$ cat src/rtl/decoder_onehot_seq_if.sv
// ============================================================================
// Module      : decoder_onehot_seq_if
// Description : Handshake and output bundle for decoder_onehot_seq.
//               master modport: code producer (drives valid/sel/mode/clr).
//               slave modport : the decoder (drives ready and decoded outputs).
// Ports       : in_valid, in_ready, in_sel[SEL_W], pulse_mode, clr,
//               decoded[OUT_W], active, done, err
// Revision    : 1.0  initial release
// ============================================================================
`default_nettype none

interface decoder_onehot_seq_if #(
  parameter int SEL_W = 3,
  parameter int OUT_W = 8
);
  logic             in_valid;
  logic             in_ready;
  logic [SEL_W-1:0] in_sel;
  logic             pulse_mode;
  logic             clr;
  logic [OUT_W-1:0] decoded;
  logic             active;
  logic             done;
  logic             err;

  modport master (
    output in_valid, in_sel, pulse_mode, clr,
    input  in_ready, decoded, active, done, err
  );

  modport slave (
    input  in_valid, in_sel, pulse_mode, clr,
    output in_ready, decoded, active, done, err
  );
endinterface

`default_nettype wire

$ cat src/rtl/decoder_onehot_seq.sv
// ============================================================================
// Module      : decoder_onehot_seq
// Description : Registered binary-to-one-hot decoder with valid/ready input.
//               Accepted codes drive one output line either held (level mode,
//               dropped by clr) or strobed for PULSE_CYC cycles (pulse mode,
//               followed by a one-cycle done). Codes >= OUT_W give a one-cycle
//               err and no output line.
// Ports       : clk  - rising-edge clock
//               rst  - synchronous active-high reset
//               bus  - decoder_onehot_seq_if.slave (handshake + outputs)
// Revision    : 1.0  initial release
// ============================================================================
`default_nettype none

module decoder_onehot_seq #(
  parameter int SEL_W     = 3,
  parameter int OUT_W     = 8,
  parameter int PULSE_CYC = 1
) (
  input  wire logic               clk,
  input  wire logic               rst,
  decoder_onehot_seq_if.slave     bus
);

  localparam int               c_CNT_W    = $clog2(PULSE_CYC + 1);
  localparam logic [c_CNT_W-1:0] c_CNT_LOAD = c_CNT_W'(PULSE_CYC - 1);
  localparam logic [c_CNT_W-1:0] c_CNT_ONE  = c_CNT_W'(1);
  localparam logic [OUT_W-1:0] c_ONE      = {{(OUT_W-1){1'b0}}, 1'b1};

  typedef enum logic [1:0] {
    IDLE  = 2'd0,
    HOLD  = 2'd1,
    PULSE = 2'd2
  } state_t;

  state_t             r_state, w_state_nxt;
  logic [OUT_W-1:0]   r_decoded, w_decoded_nxt;
  logic [c_CNT_W-1:0] r_cnt, w_cnt_nxt;
  logic               r_active;
  logic               r_done, w_done_nxt;
  logic               r_err, w_err_nxt;

  logic               w_ready;
  logic               w_accept;
  logic               w_out_of_range;
  logic [OUT_W-1:0]   w_onehot;

  // clr blocks acceptance so a simultaneous clear and new code resolve to clear.
  assign w_ready        = (r_state != PULSE) & ~bus.clr;
  assign w_accept       = bus.in_valid & w_ready;
  // Widen before comparing so OUT_W == 2**SEL_W compares correctly.
  assign w_out_of_range = 32'(bus.in_sel) >= 32'(OUT_W);
  // Shift is truncated to OUT_W; out-of-range codes are masked separately.
  assign w_onehot       = c_ONE << bus.in_sel;

  always_ff @(posedge clk) begin
    if (rst) begin
      r_state   <= IDLE;
      r_decoded <= '0;
      r_cnt     <= '0;
      r_active  <= 1'b0;
      r_done    <= 1'b0;
      r_err     <= 1'b0;
    end else begin
      r_state   <= w_state_nxt;
      r_decoded <= w_decoded_nxt;
      r_cnt     <= w_cnt_nxt;
      r_active  <= |w_decoded_nxt;
      r_done    <= w_done_nxt;
      r_err     <= w_err_nxt;
    end
  end

  always_comb begin
    w_state_nxt   = r_state;
    w_decoded_nxt = r_decoded;
    w_cnt_nxt     = r_cnt;
    w_done_nxt    = 1'b0;
    w_err_nxt     = 1'b0;

    case (r_state)
      IDLE, HOLD: begin
        if (w_accept) begin
          if (w_out_of_range) begin
            w_decoded_nxt = '0;
            w_err_nxt     = 1'b1;
            w_state_nxt   = IDLE;
          end else begin
            w_decoded_nxt = w_onehot;
            if (bus.pulse_mode) begin
              w_state_nxt = PULSE;
              w_cnt_nxt   = c_CNT_LOAD;
            end else begin
              w_state_nxt = HOLD;
            end
          end
        end else if ((r_state == HOLD) && bus.clr) begin
          w_decoded_nxt = '0;
          w_state_nxt   = IDLE;
        end
      end

      PULSE: begin
        // Counter was loaded with PULSE_CYC-1, so the line stays up PULSE_CYC cycles.
        if (r_cnt != '0) begin
          w_cnt_nxt = r_cnt - c_CNT_ONE;
        end else begin
          w_decoded_nxt = '0;
          w_done_nxt    = 1'b1;
          w_state_nxt   = IDLE;
        end
      end

      default: begin
        w_state_nxt   = IDLE;
        w_decoded_nxt = '0;
        w_cnt_nxt     = '0;
      end
    endcase
  end

  assign bus.in_ready = w_ready;
  assign bus.decoded  = r_decoded;
  assign bus.active   = r_active;
  assign bus.done     = r_done;
  assign bus.err      = r_err;

endmodule

`default_nettype wire
$ cat src/flat_wrapper.sv
// flat-port wrapper written by rule: the top's interface ports become plain ports
module decoder_onehot_seq_flat 
#(
  parameter int SEL_W     = 3,
  parameter int OUT_W     = 8,
  parameter int PULSE_CYC = 1
)
  (clk, rst, bus_in_valid, bus_in_sel, bus_pulse_mode, bus_clr, bus_in_ready, bus_decoded, bus_active, bus_done, bus_err);
  decoder_onehot_seq_if #(.SEL_W(SEL_W), .OUT_W(OUT_W)) bus_i ();
  input  wire logic clk;
  input  wire logic rst;
  input wire logic [$bits(bus_i.in_valid)-1:0] bus_in_valid;
  input wire logic [$bits(bus_i.in_sel)-1:0] bus_in_sel;
  input wire logic [$bits(bus_i.pulse_mode)-1:0] bus_pulse_mode;
  input wire logic [$bits(bus_i.clr)-1:0] bus_clr;
  output wire logic [$bits(bus_i.in_ready)-1:0] bus_in_ready;
  output wire logic [$bits(bus_i.decoded)-1:0] bus_decoded;
  output wire logic [$bits(bus_i.active)-1:0] bus_active;
  output wire logic [$bits(bus_i.done)-1:0] bus_done;
  output wire logic [$bits(bus_i.err)-1:0] bus_err;
  assign bus_i.in_valid = bus_in_valid;
  assign bus_i.in_sel = bus_in_sel;
  assign bus_i.pulse_mode = bus_pulse_mode;
  assign bus_i.clr = bus_clr;
  assign bus_in_ready = bus_i.in_ready;
  assign bus_decoded = bus_i.decoded;
  assign bus_active = bus_i.active;
  assign bus_done = bus_i.done;
  assign bus_err = bus_i.err;
  decoder_onehot_seq #(.SEL_W(SEL_W), .OUT_W(OUT_W), .PULSE_CYC(PULSE_CYC)) u_core (.clk(clk), .rst(rst), .bus(bus_i));
endmodule
$ cat config.mk
export PLATFORM = sky130hd
export DESIGN_NAME = decoder_onehot_seq_flat
export DESIGN_NICKNAME = d
export VERILOG_FILES = /design/src/rtl/decoder_onehot_seq_if.sv /design/src/rtl/decoder_onehot_seq.sv /design/src/flat_wrapper.sv
export SDC_FILE = /design/constraint.sdc
export NUM_CORES = 1
export LEC_CHECK = 0
export BUFFER_PORTS_ARGS = -buffer_cell sky130_fd_sc_hd__clkbuf_2
export CAP_MARGIN = 5
export CORE_AREA = 2 2 39 41
export DETAILED_ROUTE_END_ITERATION = 8
export DIE_AREA = 0 0 41 43
export PLACE_DENSITY = 0.74
export SLEW_MARGIN = 25
export SYNTH_ARGS = -nofsm -noshare
export SYNTH_HDL_FRONTEND = slang
export SYNTH_SLANG_ARGS = --single-unit
$ cat constraint.sdc
create_clock -name clk -period 2.9 [get_ports clk]
set_clock_uncertainty 0.2 [all_clocks]
set_input_delay 0.435 -clock clk [delete_from_list [all_inputs] [get_ports clk]]
set_output_delay 0.435 -clock clk [all_outputs]
set_load 0.01 [all_outputs]
* Word level (Yosys, flattened, before mapping)
Index checks and enable logic that the tools add are counted.
** Word-level totals
- Flip-flop bits (word level) :: 13
- Latch bits :: 0
- Bits in writable memories :: 0
- ROM bits :: 0
- Input port bits :: 8
- Output and inout port bits :: 12
- Logic and storage cells :: 39
- Memories :: 0
** Cells by class
- $add $sub $neg :: 1
- $mul :: 0
- Divide/modulo/power cells :: 0
- Magnitude comparators :: 0
- Eq/ne operators :: 7
- Shift-type cells :: 1
- Mux-type cells :: 14
- Bitwise logic cells :: 4
- Reduce and logical (&&, ||, !) cells :: 7
** Operators by type and width (count)
- 2-to-1 mux 8 bit :: 3
- one-hot mux 8 bit (2 select lines) :: 1
- 2-to-1 mux 2 bit :: 4
- OR reduction 8 bit :: 1
- left shift 1 x 3 -> 8 bit, first input constant :: 1
- != test 2 bit, second input constant :: 3
- 2-to-1 mux 1 bit :: 4
- one-hot mux 2 bit (2 select lines) :: 1
- AND reduction 2 bit :: 2
- OR reduction 2 bit :: 2
- != test 3 x 1 -> 1 bit, second input constant :: 1
- bitwise AND 1 bit :: 2
- equality test 2 x 1 -> 1 bit, second input constant :: 1
- equality test 2 bit, second input constant :: 1
- zero test 2 bit :: 1
- != test 2 x 1 -> 1 bit, second input constant :: 1
- inverter 1 bit :: 2
- one-hot mux 1 bit (2 select lines) :: 1
- logical AND 1 bit :: 1
- subtractor 1 bit, second input constant :: 1

* Depth between registers and ports, before layout
- Depth in word-level cells :: 6
- Mapped depth :: 5
- Depth with buffers taken out :: 3

* Least setup slack after synthesis
No wires, ideal clock.
- Path kind :: input to register
- Start point :: input port bus_in_valid
- End point :: register u_core.r_decoded[5] (netlist: u_core.bus.decoded[5])
- Setup time :: 0.091 ns
- Data arrival time :: 1.328 ns
- Data required time :: 2.609 ns
- Slack :: 1.281 ns
- Stages :: 4
- Buffers on the path :: 1
- Path through :: buf_4 inv_2 or4_1 a311oi_1
** Between the ends
- Longest elaborated chain between the ends :: 3
** RTL lines
- start, declared :: line flat_wrapper.sv:12 : input wire logic [$bits(bus_i.in_valid)-1:0] bus_in_valid;
- bitwise AND 1 bit :: line decoder_onehot_seq.sv:50 : assign w_accept = bus.in_valid & w_ready;
- 2-to-1 mux 8 bit :: line decoder_onehot_seq.sv:83 : if (w_accept) begin
- one-hot mux 8 bit (2 select lines) :: line decoder_onehot_seq.sv:81 : case (r_state)
- end signal, assigned :: line decoder_onehot_seq.sv:66 : r_decoded <= w_decoded_nxt;
- end, declared :: line decoder_onehot_seq.sv:37 : logic [OUT_W-1:0] r_decoded, w_decoded_nxt;
No other way between the ends.
A chain may end at the register's enable or synchronous reset.

* Final worst setup path
- Start point :: register u_core.r_state[1]
- End point :: output port bus_in_ready
** Between the ends
- Longest elaborated chain between the ends :: 2
** RTL lines
- start, declared :: line decoder_onehot_seq.sv:36 : state_t r_state, w_state_nxt;
- start signal, assigned :: line decoder_onehot_seq.sv:65 : r_state <= w_state_nxt;
- != test 2 bit :: line decoder_onehot_seq.sv:49 : assign w_ready = (r_state != PULSE) & ~bus.clr;
- bitwise AND 1 bit :: line decoder_onehot_seq.sv:49
- end, declared :: line flat_wrapper.sv:16 : output wire logic [$bits(bus_i.in_ready)-1:0] bus_in_ready;
No other way between the ends.

==> impl_metrics.json <==
{
  "antenna_found_initial": 0,
  "grt_use_met1_pct": 25.6,
  "grt_max_degree": 15,
  "clock_latency_ns": 0.27,
  "io_buffers": 18,
  "busiest_layer": "met1",
  "fillCellCount": 148,
  "clk_pin_slew_ns": 0.07,
  "max_freq_mhz": 476,
  "cts_tree": "done",
  "die_x_um": 41,
  "critPathArrivalTime_ns": 1.47,
  "status": "finished clean",
  "netlist_area_um2": 618,
  "dpl_cell_area_um2": 694,
  "ant_nets": 0,
  "final_area_um2": 717,
  "timing_hold_violations_final": 0,
  "num_rows": 14,
  "cp-start-kind": "flop",
  "synth_top_area_share_pct": 38.9,
  "layout_min_cycle_time_ns": 2.10,
  "clockPowerShare_pct": 29.6,
  "numCtsBuffers": 3,
  "hold_path_class": "primary input to flop",
  "yosysMostFrequentCell": "dfxtp_1",
  "synthDistinctLibCells": 27,
  "internal_power_uw": 247,
  "clockBufferDepth": 2,
  "p_leak_nw": 0.279,
  "via_count": 635,
  "setup_viol": 0,
  "power.density_nw_per_um2": 479,
  "slew_viol_final": 0,
  "synth_fp_nets": 83,
  "nNetsFinal": 100,
  "hold_path_depth": 2,
  "route.detailed.drc": 0,
  "fp.dieH_um": 43,
  "overflow": 0,
  "worst_slew_pin_slew_ns": 0.655,
  "drt_first_iter_violations": 6,
  "routedWlPerCell_um": 12.8,
  "timing.hold.ws_ns": 0.142,
  "synth_area_per_cell_um2": 8.24,
  "regArea_um2": 240,
  "drive_gt1_share_pct": 25.6,
  "p_sw_share_pct": 28.2,
  "reg2reg_depth": 3,
  "fp.dieArea_um2": 1760,
  "dp_hpwl_um": 1040,
  "rsz0062_at_grt": "no",
  "end_kind": "output port",
  "syn_inst": 75,
  "grt_pass1_vias": 514,
  "drt-total-wl_um": 1360,
  "synth_top_cell_by_area": "dfxtp_1",
  "finalSetupTns_ns": 0,
  "crit_type": "flop to output port",
  "synth.area.top_cells": "dfxtp_1, a311oi_1, a21oi_1, o21ai_0, nor2_1",
  "ctsResizeCount": 0,
  "multiInputGateArea_um2": 337,
  "yosys_warnings": 0,
  "cts_sinks": 12,
  "grt_usage_pct": 18.7,
  "combPwrFrac_pct": 17.3,
  "seq_power_share_pct": 53.1,
  "area_growth_pct": 16.0,
  "cap_violations": 0,
  "ir_drop_v": 0.000225,
  "synth_edf_count": 0,
  "cts_setup_buffers": 0,
  "root_buffer": "clkbuf_4",
  "core_um2": 1380,
  "ys.flop_type": "dfxtp_1",
  "critPathMaxFanout": 13,
  "ys_async_sr_fraction_pct": 0,
  "reg2reg_slack_ns": 1.17,
  "ioPinCount": 20,
  "grt_first_pass_wirelength_um": 2200,
  "power_switching_uw": 96.7,
  "cts_htree_levels": 1,
  "drtPass1Iterations": 4,
  "gp_congestion": 0.807,
  "initial_core_util_pct": 44.7,
  "use_met3_pct": 1.57,
  "n_antenna_cell": 0,
  "ys_ff_latch": 12,
  "finalCritPeriodShare_pct": 72.5,
  "relSlewSlack_pct": 56.3,
  "synthTopCellsByCount": "dfxtp_1, a21oi_1, a311oi_1, o21ai_0, nor2_1",
  "required_ns": 2.27,
  "viasPerCell": 5.99,
  "hold_buffers": 0,
  "ys_seq_area_share_pct": 38.9,
  "grt_util_met2_pct": 25.0
}
## logic make-up after synthesis
group           after synthesis  synth area share [%]
simple gates                 28                  26.3
buf+inv                       8                  6.68
compound gates               26                  27.5
other cells                   1                 0.607
flops                        12                  38.9
## worst max-delay path, stage by stage, from the launching register on
cell	delay [ns]
dfxtp_1	0.40
nor2b_1	0.57
nor2_1	0.08
clkbuf_2	0.15
## through the flow
| stage | std cells | power, mW | worst slack [ns] | util (%) |
|---|---|---|---|---|
| after floorplan | 75 | 0.225 | 1.28 | - |
| after global placement | 103 | 0.244 | 1.14 | 50.2 |
| after detailed placement | 103 | 0.246 | 1.09 | 50.2 |
| after CTS | 106 | 0.344 | 0.837 | 51.8 |
| after global routing | 106 | 0.361 | 0.686 | 51.8 |
| final | 106 | 0.343 | 0.797 | 51.8 |
## layout make-up
type                    count  share of cell area, %
multi-input cells          55                   46.9
clock buffers               3                   3.14
inverters                   2                   1.05
well taps                  16                   2.79
flip-flops and latches     12                   33.5
repair buffers             18                   12.6
## power groups by stage
| stage | logic, mW | clock network [mW] | registers (mW) |
|---|---|---|---|
| floorplan | 0.0358 | 0 | 0.189 |
| finish | 0.0595 | 0.101 | 0.182 |
| CTS | 0.0600 | 0.102 | 0.182 |
| global placement | 0.0586 | 0 | 0.186 |
| detailed placement | 0.0600 | 0 | 0.186 |
| global route | 0.0668 | 0.110 | 0.184 |
## worst paths after layout
kind / start / end
worst min register to register: u_core.bus.decoded[6]$_SDFF_PP0_ / u_core.bus.decoded[6]$_SDFF_PP0_
worst min-delay path: rst / u_core.bus.done$_SDFF_PP0_
worst max-delay path: u_core.r_state[1]$_SDFFE_PP0P_ / bus_in_ready
worst max register to register: u_core.r_state[1]$_SDFFE_PP0P_ / u_core.bus.decoded[1]$_SDFF_PP0_
## flip-flops by register name, summed over array words and instances, names as in the netlist
signal              count
u_core.bus.decoded      8
u_core.r_state          2
u_core.bus.active       1
u_core.bus.done         1
## layer usage
layer / wire [um] / share of wire [%]
met4: 54 / 4.0
met3: 42 / 3.1
met5: 0 / 0
met1: 637 / 47
met2: 623 / 46
## cell usage in the layout (no fill, tap or decap), types with 2 or more instances in the layout
| cell | count |
|---|---|
| a21oi_1 | 8 |
| a311oi_1 | 7 |
| clkbuf_2 | 18 |
| clkbuf_4 | 3 |
| dfxtp_1 | 12 |
| nand2_1 | 3 |
| nand2b_1 | 2 |
| nand4_1 | 3 |
| nand4b_1 | 2 |
| nor2_1 | 6 |
| nor2b_1 | 2 |
| nor4_1 | 2 |
| o21ai_0 | 7 |
| or4_1 | 3 |
No activity file was read; power rests on OpenSTA's default activity.
